File: src/rtl/div_iter_pkg.sv
// Shared definitions for the iterative divider: FSM state encodings and
// result-ready levels used by div_iter.
package div_iter_pkg;

    typedef enum logic [1:0] {
        DivFree   = 2'b00,
        DivByZero = 2'b01,
        DivOn     = 2'b10,
        DivEnd    = 2'b11
    } div_state_e;

    localparam logic DivResultReady    = 1'b1;
    localparam logic DivResultNotReady = 1'b0;

    // Bits needed by a counter that must hold 0..max_val inclusive.
    function automatic int cnt_bits(input int max_val);
        return (max_val < 2) ? 1 : $clog2(max_val + 1);
    endfunction

endpackage

File: src/rtl/div_step.sv
// One restoring-division step: shift the next dividend bit into the partial
// remainder and subtract the divisor if it fits.
module div_step #(
    parameter int WIDTH = 32
) (
    input  logic [WIDTH:0]   rem,
    input  logic             dividend_bit,
    input  logic [WIDTH-1:0] divisor,
    output logic [WIDTH:0]   rem_next,
    output logic             quot_bit
);

    // The remainder is always below the divisor, so {rem, bit} fits in WIDTH+1
    // bits and the extra top bit of the difference acts as the borrow flag.
    logic [WIDTH+1:0] trial;

    always_comb begin
        trial    = {rem, dividend_bit} - {2'b00, divisor};
        quot_bit = ~trial[WIDTH+1];
        rem_next = trial[WIDTH+1] ? {rem[WIDTH-1:0], dividend_bit} : trial[WIDTH:0];
    end

endmodule

File: src/rtl/div_iter.sv
// Iterative signed/unsigned divider retiring BPC quotient bits per cycle,
// with explicit divide-by-zero flag and pipeline annul.
module div_iter
    import div_iter_pkg::*;
#(
    parameter int WIDTH = 32,
    parameter int BPC   = 1
) (
    input  logic               clk,
    input  logic               rst_n,
    input  logic               start_i,
    input  logic               annul_i,
    input  logic               signed_i,
    input  logic [WIDTH-1:0]   opdata1_i,
    input  logic [WIDTH-1:0]   opdata2_i,
    output logic [2*WIDTH-1:0] result_o,
    output logic               ready_o,
    output logic               div_by_zero_o,
    output logic               stallreq_o
);

    localparam int CNT_W = cnt_bits(WIDTH);
    localparam logic [CNT_W-1:0] CNT_STEP = CNT_W'(BPC);
    localparam logic [CNT_W-1:0] CNT_LAST = CNT_W'(WIDTH - BPC);

    div_state_e         state_reg, state_next;
    logic [CNT_W-1:0]   cnt_reg, cnt_next;
    logic [WIDTH:0]     rem_reg, rem_next;
    logic [WIDTH-1:0]   dvd_reg, dvd_next;
    logic [WIDTH-1:0]   dvs_reg, dvs_next;
    logic               signed_reg, signed_next;
    logic               neg1_reg, neg1_next;
    logic               neg2_reg, neg2_next;
    logic [2*WIDTH-1:0] result_reg, result_next;
    logic               dbz_reg, dbz_next;
    logic               ready_reg, ready_next;

    logic [BPC:0][WIDTH:0] rem_chain;
    logic [BPC-1:0]        quot_bits;
    logic [WIDTH-1:0]      op1_mag, op2_mag;
    logic [WIDTH-1:0]      dvd_shift;
    logic [WIDTH-1:0]      quot_fin, rem_fin;

    assign rem_chain[0] = rem_reg;

    // The dividend register shifts out MSB-first while quotient bits shift in
    // at the bottom, so after WIDTH steps it holds the unsigned quotient.
    generate
        for (genvar gi = 0; gi < BPC; gi++) begin : g_step
            div_step #(
                .WIDTH(WIDTH)
            ) u_step (
                .rem          (rem_chain[gi]),
                .dividend_bit (dvd_reg[WIDTH-1-gi]),
                .divisor      (dvs_reg),
                .rem_next     (rem_chain[gi+1]),
                .quot_bit     (quot_bits[BPC-1-gi])
            );
        end
    endgenerate

    always_comb begin
        op1_mag   = (signed_i && opdata1_i[WIDTH-1]) ? -opdata1_i : opdata1_i;
        op2_mag   = (signed_i && opdata2_i[WIDTH-1]) ? -opdata2_i : opdata2_i;
        dvd_shift = (dvd_reg << BPC) | WIDTH'(quot_bits);
        quot_fin  = (signed_reg && (neg1_reg ^ neg2_reg)) ? -dvd_shift : dvd_shift;
        rem_fin   = (signed_reg && neg1_reg) ? -rem_chain[BPC][WIDTH-1:0]
                                             :  rem_chain[BPC][WIDTH-1:0];
    end

    always_comb begin
        state_next  = state_reg;
        cnt_next    = cnt_reg;
        rem_next    = rem_reg;
        dvd_next    = dvd_reg;
        dvs_next    = dvs_reg;
        signed_next = signed_reg;
        neg1_next   = neg1_reg;
        neg2_next   = neg2_reg;
        result_next = result_reg;
        dbz_next    = dbz_reg;
        ready_next  = ready_reg;

        if (annul_i) begin
            state_next  = DivFree;
            result_next = '0;
            dbz_next    = 1'b0;
            ready_next  = DivResultNotReady;
        end else begin
            unique case (state_reg)
                DivFree: begin
                    if (start_i) begin
                        if (opdata2_i == '0) begin
                            state_next = DivByZero;
                        end else begin
                            state_next  = DivOn;
                            dvd_next    = op1_mag;
                            dvs_next    = op2_mag;
                            signed_next = signed_i;
                            neg1_next   = opdata1_i[WIDTH-1];
                            neg2_next   = opdata2_i[WIDTH-1];
                            rem_next    = '0;
                            cnt_next    = '0;
                        end
                    end
                end
                DivByZero: begin
                    state_next  = DivEnd;
                    result_next = '0;
                    dbz_next    = 1'b1;
                    ready_next  = DivResultReady;
                end
                DivOn: begin
                    rem_next = rem_chain[BPC];
                    dvd_next = dvd_shift;
                    cnt_next = cnt_reg + CNT_STEP;
                    if (cnt_reg == CNT_LAST) begin
                        state_next  = DivEnd;
                        result_next = {rem_fin, quot_fin};
                        ready_next  = DivResultReady;
                    end
                end
                DivEnd: begin
                    // Result stays put while the caller still holds start_i.
                    if (!start_i) begin
                        state_next  = DivFree;
                        result_next = '0;
                        dbz_next    = 1'b0;
                        ready_next  = DivResultNotReady;
                    end
                end
                default: begin
                    state_next = DivFree;
                end
            endcase
        end
    end

    always_ff @(posedge clk or negedge rst_n) begin
        if (!rst_n) begin
            state_reg  <= DivFree;
            cnt_reg    <= '0;
            rem_reg    <= '0;
            dvd_reg    <= '0;
            dvs_reg    <= '0;
            signed_reg <= 1'b0;
            neg1_reg   <= 1'b0;
            neg2_reg   <= 1'b0;
            result_reg <= '0;
            dbz_reg    <= 1'b0;
            ready_reg  <= DivResultNotReady;
        end else begin
            state_reg  <= state_next;
            cnt_reg    <= cnt_next;
            rem_reg    <= rem_next;
            dvd_reg    <= dvd_next;
            dvs_reg    <= dvs_next;
            signed_reg <= signed_next;
            neg1_reg   <= neg1_next;
            neg2_reg   <= neg2_next;
            result_reg <= result_next;
            dbz_reg    <= dbz_next;
            ready_reg  <= ready_next;
        end
    end

    assign result_o      = result_reg;
    assign ready_o       = ready_reg;
    assign div_by_zero_o = dbz_reg;
    assign stallreq_o    = start_i & ~ready_reg & ~annul_i;

endmodule

File: config.mk
export PLATFORM = sky130hd
export DESIGN_NAME = div_iter
export DESIGN_NICKNAME = d
export VERILOG_FILES = /design/src/rtl/div_iter_pkg.sv /design/src/rtl/div_step.sv /design/src/rtl/div_iter.sv
export SDC_FILE = /design/constraint.sdc
export NUM_CORES = 1
export LEC_CHECK = 0
export ABC_CLOCK_PERIOD_IN_PS = 6900
export CORE_MARGIN = 2
export CORE_UTILIZATION = 56
export CTS_BUF_LIST = sky130_fd_sc_hd__clkbuf_8
export DETAILED_ROUTE_END_ITERATION = 10
export PLACE_DENSITY = 0.79
export SKIP_LAST_GASP = 1
export SYNTH_ARGS = -nofsm -noshare
export SYNTH_HDL_FRONTEND = slang
export SYNTH_SLANG_ARGS = --single-unit
export TNS_END_PERCENT = 30
File: constraint.sdc
create_clock -name clk -period 6.9 [get_ports clk]
set_input_delay 1.38 -clock clk [delete_from_list [all_inputs] [get_ports clk]]
set_output_delay 1.38 -clock clk [all_outputs]
set_load 0.01 [all_outputs]
### Word level (Yosys, flattened, before mapping)

Cells that the tools add are included.

| word-level totals | value |
|---|---|
| register bits after elaboration | 174 |
| input bits | 69 |
| output and inout bits | 67 |
| word-level logic and storage cells | 78 |

| operators by class | value |
|---|---|
| add/sub/neg operators | 6 |
| equal/unequal tests | 9 |
| muxes and demuxes | 30 |
| bitwise operators | 8 |
| reduce and logical (&&, ||, !) cells | 14 |

Operators by type and width:

| operator | number |
|---|---|
| $mux W32 | 6 |
| $mux W64 | 3 |
| $pmux W64 S3 | 1 |
| $neg A32 Y32 | 4 |
| $mux W33 | 3 |
| $pmux W33 S2 | 1 |
| $pmux W32 S2 | 1 |
| $sub A34 B32 Y34 | 1 |
| $logic_not A32 Y1 | 1 |
| $or A32 B1 Y32 | 1 |
| $mux W6 | 2 |
| $pmux W6 S2 | 1 |
| $mux W2 | 5 |
| $ne A3 B3 Y1 const B | 3 |
| $pmux W2 S4 | 1 |
| $reduce_and A4 Y1 | 2 |
| $add A6 B1 Y6 const B | 1 |
| $eq A6 B5 Y1 const B | 1 |
| $reduce_and A3 Y1 | 2 |
| $eq A2 B2 Y1 const B | 2 |
| $logic_and A1 B1 Y1 | 4 |
| $mux W1 | 4 |
| $ne A2 B2 Y1 const B | 2 |
| $not A1 Y1 | 4 |
| 10 further kinds | 11 |

### Logic depth before layout (Yosys ltp)

Gate-level depths: netlist of run 1.

| depth | value |
|---|---|
| word-level depth | 8 |
| gate-level depth with buffers | 25 |
| mapped depth without buffers | 20 |

### Modules after synthesis

From an unflattened synthesis of run 1, not the netlist that was laid out.

| second synthesis, totals | value |
|---|---|
| cells, all modules | 1405 |
| area total of the unflattened synthesis | 11836.4 µm² |

By module, submodules not included:

| module | instances | cells an instance | area each (µm²) | sequential area each (µm²) |
|---|---|---|---|---|
| div_iter | 1 | 1099 | 9623.0 | 4354.2 |
| div_step | 1 | 306 | 2213.4 | 0.0 |

### Worst setup path before layout of run 1

Ideal clock, no wire load.

| path | value |
|---|---|
| path type | register to register |
| start | reg rem_reg[17] |
| end | reg result_reg[50] (netlist: result_o[50]) |
| setup time | 121 ps |
| data arrival time | 4969 ps |
| slack | 1810 ps |
| stages on the path, launching flop included | 24 |
| path buffers | 5 |
| path through | dfrtp_1 -> ha_1 -> clkbuf_1 -> a21oi_1 -> o221ai_1 -> a221oi_1 -> o21ai_0 -> or3_1 -> buf_4 -> and2_4 -> inv_2 -> buf_2 -> buf_1 -> buf_2 -> o21ai_0 -> inv_1 -> ha_1 -> or4b_2 -> nor2_1 -> mux2i_1 -> nor3b_1 -> a31oi_1 -> xnor2_1 -> a22o_1 |

| on the way | value |
|---|---|
| word-level cells in the longest chain between the ends | 7 |

RTL lines:

| item | RTL line | text |
|---|---|---|
| start: declaration | div_iter.sv:28 | `logic [WIDTH:0] rem_reg, rem_next;` |
| start signal: assignment | div_iter.sv:155 | `rem_reg <= rem_next;` |
| $sub A34 B32 Y34 | div_step.sv:18 | `trial = {rem, dividend_bit} - {2'b00, divisor};` |
| $mux W33 * | div_step.sv:20 | `rem_next = trial[WIDTH+1] ? {rem[WIDTH-1:0], dividend_bit} : trial[WIDTH:0];` |
| $neg A32 Y32 | div_iter.sv:67 | `rem_fin = (signed_reg && neg1_reg) ? -rem_chain[BPC][WIDTH-1:0]` |
| $mux W32 * | div_iter.sv:67 |  |
| $mux W64 * | div_iter.sv:117 | `if (cnt_reg == CNT_LAST) begin` |
| $pmux W64 S3 * | div_iter.sv:90 | `unique case (state_reg)` |
| $mux W64 * | div_iter.sv:84 | `if (annul_i) begin` |
| end signal: assignment | div_iter.sv:161 | `result_reg <= result_next;` |
| end: declaration | div_iter.sv:34 | `logic [2*WIDTH-1:0] result_reg, result_next;` |

Mark *: on every way between the ends. The rest lies on a longest branch, timed or not. The select of a mux whose other input is x is not followed.
A chain may end at the register's enable or synchronous reset.

### Final worst setup path of run 1

| path | value |
|---|---|
| start | reg rem_reg[25] |
| end | reg result_reg[62] (netlist: result_o[62]) |

The elaborated chain is that of the path after synthesis.

==> reports/metrics.yaml, run 1 <==
max_freq_mhz: 177
grt_max_degree: 85
routed_wl_um: 34400
slowest_delay_ps: 610
grt-ovfl-total: 0
dpl.cell_count: 1878
port_buffers: 135
coreArea_um2: 21200
drt-wirelength-per-cell_um: 18.0
root_buffer: "clkbuf_8"
synthMuxAreaShare_pct: 2.54
multiInputGateArea_um2: 7300
syn_to_final_growth_pct: 15.7
hold_viol: 0
rsz0062_at_grt: "false"
rows: 53
setup_tns_ps: 0
cellPowerDensity_nw_per_um2: 528
cp.arrival_ps: 5970
drtAntennaViolNets: 0
antenna_found_initial: 0
setup_ws_ps: 1260
dpl.hpwl_um: 26100
drc: 0
async_reset_ff_share_pct: 100
grt_pass1_vias: 10600
critical_path_class: "register to register"
tightest_slew_ps: 1110
ys.flop_type: "dfrtp_1"
final_area_um2: 14100
syn_inst: 1530
vias: 11700
holdCritPathClass: "register to register"
grt_usage_pct: 30.6
start_util_pct: 57.6
synth_edf_count: 0
ys_seq_area_share_pct: 35.7
via_per_inst: 6.11
layout_min_cycle_time_ps: 5640
finalWeightedCongestion: 0.937
register_area_um2: 4350
drive_above_1_share_pct: 4.22
cts_tree: "yes"
detailedPlace.worstSlack_ps: 1330
postPlaceCellArea_um2: 13700
synth_top_cell_by_area: "dfrtp_1"
diodes: 0
synth_area_leaders: "dfrtp_1 36%, o21ai_0 8.2%, nand2_1 7.3%"
synth_seq_cells: 174
syn_nets: 1641
drtIter0Drc: 1011
grt_pass1_wl_um: 55200
synth_top_family_by_area: "compound AO/OA/AOI/OAI gates"
syn_area_per_cell_um2: 7.96
netlist_area_um2: 12200
endpoint_kind: "register"
cts.sinks: 174
peakVddDrop_v: 0.000326
clk_pin_slew_ps: 110
skew_ps: 24.3
max_slew_margin_pct: 25.8
post_cts_resized: 0
cts.htree.levels: 4
fillers: 1848
instances_no_fill: 1910
synthSimpleGateAreaFrac_pct: 19.3
crit_slowest_cell: "or4b_2"
synth_top_area_share_pct: 35.7
final_max_slew_viol_count: 0
synth-compound-area-share_pct: 23.5
path_max_fanout: 31
clk_latency_ps: 470
cts_hold_buf: 0
setup_viol_count_final: 0
drt_pass1_iterations: 6
critPathRequiredTime_ps: 7230
die_h_um: 151
fin_nets: 1733
synth_xor_area_share_pct: 10.1
synthAdderAreaFrac_pct: 4.38
leakage_nw: 5.91
die_x_um: 151
fin_crit_sh_pct: 81.7
ioPinCount: 136
clock_path_buffers: 2
post-cts-setup-buffers: 0
largest_reg_flops: 64
crit_chain: "ha_1, a211oi_1, o21bai_1, a2111oi_0, o21ai_0, or3_1, and2_4, inv_2, buf_4, o21ai_0, inv_1, ha_1, or4b_2, nor2_1, mux2i_1, a2111oi_4, a31oi_1, xor2_1, o21ai_1"
yosysWarnings: 0
die_area_um2: 22900
startpoint_type: "register"
synth_cell_types: 74
cap_viol_max_count: 0
cts-buffers-inserted: 17
status: "complete, no violations"
[cell usage in the layout (no fill, tap or decap), types with 16 or more instances in the layout]
cell type | synthesis | layout
nor2_1 | 125 | 124
or3_1 | 22 | 22
a21oi_1 | 136 | 136
xor2_1 | 60 | 60
clkbuf_8 | 0 | 17
nor3_1 | 31 | 31
o31ai_1 | 19 | 19
nand2_1 | 236 | 236
nand3_1 | 16 | 16
dfrtp_1 | 174 | 174
nor4_1 | 16 | 16
clkdlybuf4s50_1 | 0 | 134
o21ai_0 | 200 | 200
a31oi_1 | 25 | 25
xnor2_1 | 80 | 80
inv_1 | 61 | 62
mux2i_1 | 23 | 23
ha_1 | 41 | 40
[metal layers]
layer	global-route usage, %	wire length (um)	vias to the layer above	part of all wire, %
met5	0	0	-	0
met1	43.7	15500	5593	45
met4	8.50	693	0	2.0
met3	3.38	1960	54	5.7
met2	49.4	16200	414	47
li1	-	-	5602	-
[through the flow]
step,utilization (%),power [mW],hold slack [ps]
3_5_place_dp,64.8,6.66,469
3_3_place_gp,64.8,6.58,460
6_report,66.6,7.44,487
2_1_floorplan,-,5.31,461
4_1_cts,66.6,7.38,493
5_1_grt,66.6,8.05,513
[where the power goes]
group | switching (mW) | leakage (nW) | internal, mW
logic | 3.07 | 3.41 | 1.93
registers | 0.361 | 2.30 | 1.38
clock network | 0.437 | 0.197 | 0.269
total | 3.87 | 5.91 | 3.57
[logic make-up after synthesis]
logic type / count (synthesis)
AOI/OAI and AO/OA: 487
xor gates and xnor gates: 140
adders and majority gates: 42
buffers and inverters: 138
DFF: 174
muxes: 30
and+or+nand+nor: 519
[path summary, 6_finish.rpt]
path | endpoint | from | slack (ps) | cells after the start
hold reg to reg | result_o[26]$_DFFE_PN0P_ | result_o[26]$_DFFE_PN0P_ | 490 | 2
setup / recovery | result_o[62]$_DFFE_PN0P_ | rem_reg[25]$_DFFE_PN0P_ | 1260 | 19
min in group asynchronous | dvs_reg[17]$_DFFE_PN0P_ | rst_n | 960 | 1
hold / removal | result_o[26]$_DFFE_PN0P_ | result_o[26]$_DFFE_PN0P_ | 490 | 2
max in group asynchronous | rem_reg[18]$_DFFE_PN0P_ | rst_n | 4730 | 2
setup reg to reg | result_o[62]$_DFFE_PN0P_ | rem_reg[25]$_DFFE_PN0P_ | 1260 | 19
[worst max-delay path, delay by kind of cell (launching register included)]
kind,cells,cell delay (ps)
compound gates,8,2050
xor+xnor,1,190
fa+ha+maj,2,570
buf+inv,3,620
flops,1,410
mux,1,200
simple gates,4,1460
[area by class of cell]
cell class                      count  area share, %
Timing Repair Buffer              149           10.4
Clock inverter                     15           1.12
Tap cell                          275           2.44
Multi-Input combinational cell   1218           51.8
Sequential cell                   174           30.9
Clock buffer                       17           1.66
Inverter                           62           1.65
[cells in the mapped netlist (4+ instances only)]
cell and instances:
a2111oi_0 6, o22ai_1 4, xor2_1 60, mux2i_1 23, a21o_1 13, a211oi_1 11
or3_1 22, o41ai_1 10, xnor2_1 80, o21a_1 7, nand3_1 16, nand3b_1 5
nand4_1 6, mux2_2 7, a22o_1 7, dfrtp_1 174, inv_1 61, nor2b_1 6
a21oi_1 136, nand2b_1 12, ha_1 41, clkbuf_1 57, o21ai_0 200, nor3_1 31
buf_1 7, nor2_1 125, nand2_1 236, a41oi_1 5, nor3b_1 5, or4_1 8
o31ai_1 19, nor4_1 16, buf_2 9, a31oi_1 25, o21ai_1 8, and2_1 9
and3_1 6
Note: power is estimated with default switching activity, not from simulation.
==> inputs of run 2 (changes only) <==
--- a/config.mk
+++ b/config.mk
@@ -5,9 +5,9 @@
 export SDC_FILE = /design/constraint.sdc
 export NUM_CORES = 1
 export LEC_CHECK = 0
-export ABC_CLOCK_PERIOD_IN_PS = 6900
+export ABC_CLOCK_PERIOD_IN_PS = 4800
 export CORE_MARGIN = 2
-export CORE_UTILIZATION = 56
+export CORE_UTILIZATION = 53
 export CTS_BUF_LIST = sky130_fd_sc_hd__clkbuf_8
 export DETAILED_ROUTE_END_ITERATION = 10
 export PLACE_DENSITY = 0.79
==> constraint.sdc (replaced) <==
create_clock -name clk -period 4.8 [get_ports clk]
set_input_delay 0.96 -clock clk [delete_from_list [all_inputs] [get_ports clk]]
set_output_delay 0.96 -clock clk [all_outputs]
set_load 0.01 [all_outputs]
==> run 2 against run 1 <==
Clock-buffer cell count did not move. Sequential share of layout area is 0.96 points lower. Global-route usage decreased by 1.4 points. Critical endpoint is now result_o[63]$_DFFE_PN0P_.
==> reports/metrics.yaml, run 2 (synthesis gave the netlist of run 1 again) <==
final_core_util_pct: 64.4  # was 66.6%
globalRouteMet2Util_pct: 45.2  # was 49.4%
cp_num_cells: 15  # was 19
cellPowerDensity_nw_per_um2: 784  # was 528 nW/um2
critical_path_buf_inv_count: 2  # was 3
grt_util_met1_pct: 40.4  # was 43.7%
cts_hold_buf: 0  # unchanged
leakage_nw: 6.10  # was 5.91 nW
ioPinCount: 136  # unchanged
setup_tns_ps: 0  # unchanged
antenna_found_initial: 0  # unchanged
grt_usage_pct: 29.2  # was 30.6%
hold_viol: 0  # unchanged
cts.sinks: 174  # unchanged
finalWeightedCongestion: 0.986  # was 0.937
final_cell_mix: "236 x nand2_1, 199 x o21ai_0, 174 x dfrtp_1"  # was 236 x nand2_1, 200 x o21ai_0, 174 x dfrtp_1
root_buffer: "clkbuf_8"  # unchanged
tightest_slew_ps: 915  # was 1110 ps
endpoint_kind: "register"  # unchanged
top_usage_layer: "met2"  # unchanged
start_util_pct: 54.0  # was 57.6%
final_common_cell: "nand2_1"  # unchanged
fillers: 1959  # was 1848
diodes: 0  # unchanged
drive_above_1_share_pct: 7.54  # was 4.22%
cts-buffers-inserted: 17  # unchanged
clock_path_buffers: 2  # unchanged
grt_pass1_vias: 10900  # was 10600
postPlaceCellArea_um2: 14000  # was 13700 um2
cap_viol_max_count: 0  # unchanged
dpl.hpwl_um: 26100  # about the same
fin_nets: 1770  # was 1733
via_per_inst: 6.02  # was 6.11
holdCritPathClass: "register to register"  # unchanged
drtIter0Drc: 900  # was 1011
final_max_slew_viol_count: 0  # unchanged
grt-ovfl-total: 0  # unchanged
vias: 11800  # was 11700
peakVddDrop_v: 0.000463  # was 0.000326 V
cp.arrival_ps: 5110  # was 5970 ps
syn_to_final_growth_pct: 19.4  # was 15.7%
crit_slowest_cell: "a221oi_1"  # was or4b_2
status: "complete, no violations"  # unchanged
slowest_delay_ps: 600  # was 610 ps
startpoint_type: "register"  # unchanged
layout_min_cycle_time_ps: 4720  # was 5640 ps
port_buffers: 135  # unchanged
max_slew_margin_pct: 39.0  # was 25.8%
finalPower_mw: 11.4  # was 7.44 mW
met3_usage_pct: 5.58  # was 3.38%
fin_crit_sh_pct: 98.4  # was 81.7%
clk_pin_slew_ps: 120  # was 110 ps
drt-wirelength-per-cell_um: 18.0  # about the same
drc: 0  # unchanged
drt_pass1_iterations: 6  # unchanged
clk_latency_ps: 490  # was 470 ps
cp_top_family: "compound AO/OA/AOI/OAI gates"  # unchanged
die_area_um2: 24200  # was 22900 um2
largest_reg_flops: 64  # unchanged
crit_chain: "inv_1, ha_1, inv_1, fa_1, a21o_1, a221o_1, a211o_1, a211oi_1, o21ai_0, a221oi_1, a41oi_1, nor3_2, a41oi_1, xor2_1, o21ai_1"  # was ha_1, a211oi_1, o21bai_1, a2111oi_0, o21ai_0, or3_1, and2_4, inv_2, buf_4, o21ai_0, inv_1, ha_1, or4b_2, nor2_1, mux2i_1, a2111oi_4, a31oi_1, xor2_1, o21ai_1
skew_ps: 18.5  # was 24.3 ps
die_x_um: 156  # was 151 um
critPathRequiredTime_ps: 5180  # was 7230 ps
rr_worst_depth: 15  # was 19
holdPathStages: 2  # unchanged
critical_path_class: "register to register"  # unchanged
rows: 55  # was 53
rsz0062_at_grt: "true"  # was false
final_area_um2: 14500  # was 14100 um2
max_freq_mhz: 212  # was 177 MHz
grt_pass1_wl_um: 56200  # was 55200 um
grt_max_degree: 95  # was 85
coreArea_um2: 22600  # was 21200 um2
path_max_fanout: 6  # was 31
cts.htree.levels: 4  # unchanged
cts_tree: "yes"  # unchanged
setup_viol_count_final: 0  # unchanged
routed_wl_um: 35300  # was 34400 um
die_h_um: 156  # was 151 um
drtAntennaViolNets: 0  # unchanged
## run 2: cell types whose count changed in the layout (fill, tap and decap cells not counted), sizes merged
cell      before  now
inv           67   68
clkinvlp       1    0
buf           15   52
## run 2: through the flow
stage	std cells	worst slack, ps	hold WS (ps)
CTS	1957	29.1	494
global route	1957	-62.4	510
floorplan	1530	14.4	461
detailed placement	1924	-89.7	469
finish	1957	75.2	489
global placement	1924	52.5	460
## run 2: path summary, 6_finish.rpt
check	slack [ps]	end	start
worst max-delay path	80	result_o[63]$_DFFE_PN0P_	dvd_reg[31]$_DFFE_PN0P_
worst min-delay path	490	result_o[17]$_DFFE_PN0P_	result_o[17]$_DFFE_PN0P_
worst max register to register	80	result_o[63]$_DFFE_PN0P_	dvd_reg[31]$_DFFE_PN0P_
worst min register to register	490	result_o[17]$_DFFE_PN0P_	result_o[17]$_DFFE_PN0P_
max in group asynchronous	3130	dvs_reg[30]$_DFFE_PN0P_	rst_n
min in group asynchronous	530	dvs_reg[7]$_DFFE_PN0P_	rst_n
## run 2: repair_timing
item | 4_1_cts | 5_1_grt
resized for setup | 6 | 17
setup buffers | 1 | 0
endpoints found under the setup margin | 7 | 18
pin swaps | 2 | 1
## run 2: worst register-to-register path, cell delays in order, from the launching register on
cell and delay (ps):
dfrtp_1 430, inv_1 120, ha_1 180, inv_1 60, fa_1 410, a21o_1 210
a221o_1 400, a211o_1 370, a211oi_1 230, o21ai_0 150, a221oi_1 600, a41oi_1 350
nor3_2 510, a41oi_1 200, xor2_1 310, o21ai_1 100
## run 2: area by class of cell
cell class              count  area (um2)  area share [%]
flip-flops and latches    174        4350            29.9
repair buffers            186        1760            12.1
well taps                 285         357            2.45
clock buffers              17         234            1.61
inverters                  62         233            1.60
multi-input cells        1218        7410            51.0
clock inverters            15         193            1.32
## run 2: report_power, final
group	switching, mW	leakage (nW)	internal (mW)
combinational	4.70	3.59	3.13
sequential	0.506	2.30	1.98
clock	0.684	0.213	0.407
total	5.89	6.10	5.51
## run 2: routing by layer
metal  vias up  share of wire (%)
li1       5669                  -
met1      5509                 43
met2       513                 45
met3        95                8.4
met4         0                3.7
met5         -                  0
